===== src/rtl/passive_arm_ctrl.sv =====
// passive_arm_ctrl: arming delay, intrusion watch, entry grace and
// time-limited siren downstream of the passive-security decode.
module passive_arm_ctrl #(
    parameter int ARM_DELAY   = 16,
    parameter int ENTRY_DELAY = 8,
    parameter int SIREN_TIME  = 32,
    parameter int CNT_W       = 8
) (
    input  logic       clk,
    input  logic       reset_L,
    input  logic       PassiveSignal,
    input  logic       OpenDoorSign,
    input  logic       IgnitionSignalOn,
    input  logic       DisarmKey,
    output logic       ArmingLed,
    output logic       Armed,
    output logic       Siren,
    output logic [2:0] State
);

    typedef enum logic [2:0] {
        S_IDLE   = 3'd0,
        S_ARMING = 3'd1,
        S_ARMED  = 3'd2,
        S_ENTRY  = 3'd3,
        S_ALARM  = 3'd4
    } state_e;

    // Terminal counts: each timed state exits on the edge where cnt == delay-1
    localparam logic [CNT_W-1:0] ARM_LAST   = CNT_W'(ARM_DELAY - 1);
    localparam logic [CNT_W-1:0] ENTRY_LAST = CNT_W'(ENTRY_DELAY - 1);
    localparam logic [CNT_W-1:0] SIREN_LAST = CNT_W'(SIREN_TIME - 1);

    state_e           state_q;
    state_e           state_d;
    logic [CNT_W-1:0] cnt_q;
    logic [CNT_W-1:0] cnt_d;
    logic             timed;

    // Next-state selection; disarm dominates every other condition
    always_comb begin
        state_d = state_q;
        case (state_q)
            S_IDLE: begin
                if (!DisarmKey && PassiveSignal)
                    state_d = S_ARMING;
            end
            S_ARMING: begin
                if (DisarmKey || !PassiveSignal)
                    state_d = S_IDLE;
                else if (cnt_q == ARM_LAST)
                    state_d = S_ARMED;
            end
            S_ARMED: begin
                if (DisarmKey)
                    state_d = S_IDLE;
                else if (IgnitionSignalOn)
                    state_d = S_ALARM;
                else if (OpenDoorSign)
                    state_d = S_ENTRY;
            end
            S_ENTRY: begin
                if (DisarmKey)
                    state_d = S_IDLE;
                else if (cnt_q == ENTRY_LAST)
                    state_d = S_ALARM;
            end
            S_ALARM: begin
                if (DisarmKey)
                    state_d = S_IDLE;
                else if (cnt_q == SIREN_LAST)
                    state_d = S_ARMED;
            end
            default: state_d = S_IDLE;
        endcase
    end

    // Counter only runs in timed states so untimed dwell can never wrap it
    always_comb begin
        timed = (state_q == S_ARMING) || (state_q == S_ENTRY) ||
                (state_q == S_ALARM);
        cnt_d = '0;
        if (state_d == state_q && timed)
            cnt_d = cnt_q + CNT_W'(1);
    end

    // State, counter and Moore outputs registered from the next state
    always_ff @(posedge clk or negedge reset_L) begin
        if (!reset_L) begin
            state_q   <= S_IDLE;
            cnt_q     <= '0;
            ArmingLed <= 1'b0;
            Armed     <= 1'b0;
            Siren     <= 1'b0;
            State     <= 3'd0;
        end else begin
            state_q   <= state_d;
            cnt_q     <= cnt_d;
            ArmingLed <= (state_d == S_ARMING);
            Armed     <= (state_d == S_ARMED) || (state_d == S_ENTRY) ||
                         (state_d == S_ALARM);
            Siren     <= (state_d == S_ALARM);
            State     <= state_d;
        end
    end

endmodule


===== config.mk =====
export PLATFORM = sky130hd
export DESIGN_NAME = passive_arm_ctrl
export DESIGN_NICKNAME = d
export VERILOG_FILES = /design/src/rtl/passive_arm_ctrl.sv
export SDC_FILE = /design/constraint.sdc
export NUM_CORES = 1
export LEC_CHECK = 0
export CAP_MARGIN = 20
export CORE_UTILIZATION = 48
export CTS_CLUSTER_SIZE = 14
export DETAILED_ROUTE_END_ITERATION = 12
export PLACE_DENSITY = 0.77
export SETUP_SLACK_MARGIN = 0.5
export SYNTH_ARGS = -nofsm -noshare
export SYNTH_HDL_FRONTEND = slang
export SYNTH_SLANG_ARGS = --single-unit

===== constraint.sdc =====
create_clock -name clk -period 1.81 [get_ports clk]
set_input_delay 0.4525 -clock clk [delete_from_list [all_inputs] [get_ports clk]]
set_output_delay 0.4525 -clock clk [all_outputs]
set_load 0.02 [all_outputs]

==> flow_summary_export.csv, run 1 <==
group,metric,value,unit
logic_synthesis,ys_ff_latch,14,
logic_synthesis,synth_top_family_by_area,"simple AND/OR/NAND/NOR gates",
placed_design,io_buffers,11,
logic_synthesis,synthTopCellsByArea,"dfrtp_1 47%, nor2_1 6.0%, xor2_1 5.9%, nand3_1 5.4%, nand2_1 3.5%",
clock_network,cts_buffers,3,
clock_network,path_clk_slew,100,ps
grt,grt_pass1_wl,2.95,mm
timing,finalCritPeriodShare,84.4,%
final_layout,drive_gt1_share,45.6,%
pwr,p_leak,0.475,nW
pwr,vdd.ir_drop.worst,0.539,mV
logic_synthesis,syn_inst,76,
drt,ant_nets,0,
grt,antenna_found_initial,0,
run,drv_cap,0,
setup_path,worst_setup_path_start_kind,"primary input",
drt,wirelength,1.87,mm
timing,whs,375,ps
timing,max_freq,0.654,GHz
setup_path,r2r-end,"cnt_q[5]",
setup_path,reg2reg_depth,5,
die,die_w,41.5,um
min_path,hold_class,"primary input to async pin",
logic_synthesis,synthSimpleGateAreaFrac,29.3,%
setup_path,crit_path_max_fanout,8,
logic_synthesis,synth_most_common_cell,"dfrtp_1",
drt,dr.pass1.iters,4,
logic_synthesis,synthMuxAreaShare,0,%
setup_path,r2r_slack,290,ps
setup_path,end_kind,"register",
clock_network,clock_latency,290,ps
logic_synthesis,synth_edf_count,0,
final_layout,final_util,78.4,%
placed_design,post_dp_cell_area,918,um2
timing,hold_viol_final,0,
timing,slew_headroom,65.6,%
placed_design,place_hpwl,1.13,mm
drt,via_per_inst,5.87,
timing,setup_tns,0,ps
final_layout,multi_input_area,449,um2
logic_synthesis,yosysWarningCount,0,
logic_synthesis,synth_top_area_share,46.9,%
timing,worst_pin_slew,509,ps
logic_synthesis,async_flop_share,100,%
logic_synthesis,yosys-top-cells-count,"14 x dfrtp_1, 12 x nor2_1, 8 x nand3_1",
drt,drc_errors,0,
pwr,p_per_area,623,mW/mm2
logic_synthesis,avgSynthCellArea,9.83,um2
clock_network,cts_hold_buf,0,
clock_network,clock_path_buffers,2,
die,io-pin-count,12,
die,fp.dieH,41.5,um
timing,finClkSkew,10.8,ps
logic_synthesis,yosysSeqAreaShare,46.9,%
setup_path,cp.arrival,1740,ps
die,core-area,0.00137,mm2
grt,overflow,0,
grt,grt_max_degree,10,
die,initial_core_util,54.7,%
final_layout,register_area,355,um2
timing,rsz0062_at_grt,"true",
setup_path,crit_type,"primary input to register",
drt,initialDrtViolationCount,13,
logic_synthesis,synth_compound_area_share,10.9,%
logic_synthesis,synth_largest_area_cell,"dfrtp_1",
final_layout,diodes,0,
logic_synthesis,synthAdderAreaFrac,1.68,%
drt,wire_per_inst,15.9,um
setup_path,crit_start,"DisarmKey",
setup_path,cp.required,2030,ps
logic_synthesis,syn-cell-area,747,um2
grt,grt_pass1_vias,655,
clock_network,clock_sinks,14,
final_layout,area.growth.synth_to_final,43.4,%
logic_synthesis,ys_types,29,
final_layout,final_nets,111,
setup_path,r2r-start,"state_q[1]",
final_layout,fillerInstances,84,
final_layout,instances_no_fill,118,
clock_network,cts_tree,"built",
timing,final-setup-viol-count,0,
logic_synthesis,syn-num-nets,83,
die,rows,13,
logic_synthesis,synth_flop_cell,"dfrtp_1",
final_layout,fin_area,0.00107,mm2
timing,slew_viol_final,0,
timing,min_period,1530,ps
grt,grt_usage,22.7,%
drt,vias,693,
placed_design,gp_congestion,0.882,
placed_design,place_inst,107,
logic_synthesis,synth_xor_area_share,8.21,%
clock_network,cts_root_buffer,"clkbuf_4",
die,design.die.area,0.00172,mm2
outcome,outcome,"completed",
clock_network,htreeDepth,1,
## flip-flops by register name (all words and copies together) (netlist names)
| name | flops |
|---|---|
| cnt_q | 8 |
| state_q | 3 |
| Armed | 1 |
| ArmingLed | 1 |
| Siren | 1 |
## kinds of logic (layout without fill, tap and decap cells)
kind of cell | Yosys count | in the layout
and+or+nand+nor | 40 | 40
DFF | 14 | 14
AOI/OAI and AO/OA | 10 | 10
xor gates and xnor gates | 7 | 7
buffers and inverters | 4 | 31
adders and majority gates | 1 | 1
## what timing repair did
item,4_1_cts,5_1_grt
hold endpoints to repair,0,0
buffers inserted,6,1
pin swaps,6,4
setup endpoints to repair,20,17
resized for setup,36,13
## layout make-up
class	instances	share of cell area, %
multi-input combinational	58	41.9
tap	15	1.75
sequential	14	33.2
clock buffer	4	3.39
timing repair buffer	24	18.7
inverter	3	1.05
## cells in the final DEF, fill, tap and decap left out, types with 2 or more instances in the layout
| cell | Yosys | layout |
|---|---|---|
| a21oi_2 | 1 | 2 |
| and3_1 | 2 | 2 |
| buf_2 | 0 | 3 |
| buf_4 | 0 | 10 |
| buf_6 | 1 | 5 |
| clkbuf_4 | 0 | 3 |
| clkdlybuf4s50_1 | 0 | 4 |
| dfrtp_1 | 14 | 10 |
| dfrtp_2 | 0 | 4 |
| inv_1 | 3 | 3 |
| nand2_1 | 7 | 7 |
| nand3_1 | 8 | 6 |
| nand3_2 | 0 | 2 |
| nor2_1 | 12 | 8 |
| nor2_2 | 0 | 4 |
| xnor2_1 | 2 | 2 |
| xor2_1 | 5 | 5 |
## per-layer routing
metal,wire length (um),global-route usage (%)
met3,78,3.04
met2,881,35.0
met5,0,0
met4,77,11.6
met1,834,31.0
## metrics by stage
step,worst slack (ps),power [mW]
6_report,282,0.667
5_1_grt,232,0.689
4_1_cts,314,0.661
3_5_place_dp,-103,0.415
3_3_place_gp,-59.2,0.414
2_1_floorplan,292,0.371
## worst max path at each step
stage / slack [ps] / to / depth (start not counted)
after floorplan: 290 / cnt_q[0] / 5
after global placement: -60 / cnt_q[4] / 5
after detailed placement: -100 / cnt_q[1] / 5
after CTS: 310 / cnt_q[2] / 7
after global routing: 230 / cnt_q[2] / 6
final: 280 / cnt_q[5] / 6
## critical path: stages
cell           delay, ps
dlygate4sd2_1        260
or4b_4               560
a21oi_2              140
o22ai_2              100
buf_6                160
nor2_1                80
## power by group
part	switching [mW]	total (mW)	internal, mW
clock network	0.112	0.234	0.123
registers	0.00705	0.328	0.321
logic	0.0547	0.105	0.0505
Note: power is estimated with default switching activity, not from simulation.
==> inputs of run 2 (changes only) <==
==> constraint.sdc (replaced) <==
create_clock -name clk -period 1.44 [get_ports clk]
set_input_delay 0.36 -clock clk [delete_from_list [all_inputs] [get_ports clk]]
set_output_delay 0.36 -clock clk [all_outputs]
set_load 0.02 [all_outputs]
==> run 2 against run 1 <==
Compared with the run above:
- the run now ends with setup timing left
- global-route usage rose by 3.5 points
- core utilization grew 5.9 points
- non-clock buffer count is 9 higher
- die area unchanged
- largest power group unchanged
- flip-flop and latch count stayed put
- clock skew down 4.4 ps
- combinational power increased by 37%
==> flow_summary_export.csv, run 2 (synthesis gave the netlist of run 1 again) <==
group,metric,value,unit
outcome,outcome,"finished, violations left",
outcome,violations,"setup timing",
setup_path,cp.arrival,1740,ps
drt,via_per_inst,6.03,
final_layout,largest-register,"cnt_q",
drt,vias,766,
drt,ant_nets,0,
die,core-area,0.00137,mm2
final_layout,mostFrequentLayoutCells,"19 x buf_4, 12 x dfrtp_1, 9 x buf_6",
run,drv_cap,0,
grt,grt_pass1_vias,731,
final_layout,final_common_cell,"buf_4",
setup_path,crit_type,"register to register",
timing,min_period,1580,ps
timing,slew_viol_final,0,
placed_design,io_buffers,11,
final_layout,largest_reg_flops,8,
timing,slew_headroom,59.2,%
die,io-pin-count,12,
timing,layout_setup_ws,-138,ps
placed_design,pre_cts_ws,-409,ps
pwr,p_leak,0.520,nW
clock_network,cts_root_buffer,"clkbuf_4",
setup_path,cp.required,1600,ps
die,die_w,41.5,um
grt,overflow,0,
pwr,fin_total_pwr,0.798,mW
timing,max_freq,0.634,GHz
setup_path,crit_path_max_fanout,6,
clock_network,clock_latency,290,ps
setup_path,worst_setup_path_start_kind,"register",
setup_path,cpMaxStageDelayCell,"dfrtp_1",
final_layout,final_nets,120,
grt,grt_usage,26.1,%
clock_network,cts_buffers,3,
final_layout,fillerInstances,77,
die,design.die.area,0.00172,mm2
timing,finalCritPeriodShare,110,%
grt,grt_max_degree,15,
min_path,hold_class,"primary input to async pin",
timing,hold_viol_final,0,
timing,finClkSkew,6.36,ps
final_layout,area.growth.synth_to_final,54.1,%
pwr,p_per_area,693,mW/mm2
die,rows,13,
grt,grt_pass1_wl,3.38,mm
drt,initialDrtViolationCount,34,
setup_path,slowest_delay,380,ps
timing,setup_tns,-1540,ps
drt,wirelength,2.22,mm
timing,rsz0062_at_grt,"true",
drt,wire_per_inst,17.5,um
die,initial_core_util,54.7,%
clock_network,clock_sinks,14,
clock_network,htreeDepth,1,
placed_design,gp_congestion,0.847,
final_layout,drive_gt1_share,46.4,%
timing,worst_pin_slew,604,ps
placed_design,place_hpwl,1.33,mm
timing,final-setup-viol-count,14,
drt,dr.pass1.iters,4,
pwr,vdd.ir_drop.worst,0.529,mV
setup_path,end_kind,"register",
final_layout,final_util,84.2,%
final_layout,largestRegisters,"cnt_q: 8 flops, state_q: 3 flops",
grt,antenna_found_initial,0,
clock_network,clock_path_buffers,2,
clock_network,path_clk_slew,90,ps
die,fp.dieH,41.5,um
final_layout,diodes,0,
drt,drc_errors,0,
setup_path,path_cells,"ha_2 -> nor4b_4 -> buf_6 -> buf_4 -> nand3_4 -> nor3_4 -> o32ai_1",
clock_network,cts_tree,"built",
[run 2: power breakdown]
group          switching (mW)  internal [mW]  total [mW]
Sequential            0.00799          0.403       0.411
Clock                   0.136          0.108       0.243
Combinational          0.0726         0.0712       0.144
Total                   0.216          0.582       0.798
[run 2: path summary, 6_finish.rpt]
path / start / endpoint / slack, ps / cells after the start
max: cnt_q[0] / state_q[0] / -140 / 7
max reg2reg: cnt_q[0] / state_q[0] / -140 / 7
min: reset_L / cnt_q[7] / 380 / 2
min in group clk: DisarmKey / Armed / 580 / 3
max in group asynchronous: reset_L / state_q[2] / 860 / 2
min reg2reg: cnt_q[0] / cnt_q[0] / 590 / 2
[run 2: through the flow]
stage,hold WS [ps],std cells,instance area [um2]
after floorplan,64.4,76,756
after global placement,531,116,986
after detailed placement,553,116,986
after CTS,387,124,1070
after global routing,397,127,1150
final,385,127,1150
[run 2: area by class of cell]
cell class / count / area, um2 / share of cell area [%]
multi-input cells: 58 / 449 / 39.0
well taps: 15 / 18.8 / 1.63
flip-flops and latches: 14 / 353 / 30.7
clock buffers: 4 / 26.3 / 2.28
inverters: 3 / 11.3 / 0.978
repair buffers: 33 / 293 / 25.4
[run 2: layer usage]
layer / GRT usage (%) / part of all wire [%] / vias up
li1: - / - / 342
met5: 0 / 0 / -
met4: 9.68 / 2.6 / 0
met1: 37.2 / 45 / 376
met3: 5.22 / 5.4 / 10
met2: 39.4 / 47 / 38
[run 2: critical path: cells and delay by family (launching register included)]
family          cells  cell delay (ps)
flops               1              380
buf+inv             2              300
simple gates        3              460
fa+ha+maj           1              210
compound gates      1              110
[run 2: what timing repair did]
item,CTS,global route
gates resized for setup,44,13
hold buffers,0,0
buffers inserted,4,3
setup endpoints to repair,20,20
pin swaps,5,4
==> inputs of run 3 (changes only) <==
--- a/config.mk
+++ b/config.mk
@@ -5,9 +5,9 @@
 export SDC_FILE = /design/constraint.sdc
 export NUM_CORES = 1
 export LEC_CHECK = 0
-export CAP_MARGIN = 20
 export CORE_UTILIZATION = 48
-export CTS_CLUSTER_SIZE = 14
+export CTS_CLUSTER_DIAMETER = 40
+export CTS_CLUSTER_SIZE = 28
 export DETAILED_ROUTE_END_ITERATION = 12
 export PLACE_DENSITY = 0.77
 export SETUP_SLACK_MARGIN = 0.5
==> results of run 3 <==
Final layout, timing and power as in run 2 (identical DEF).
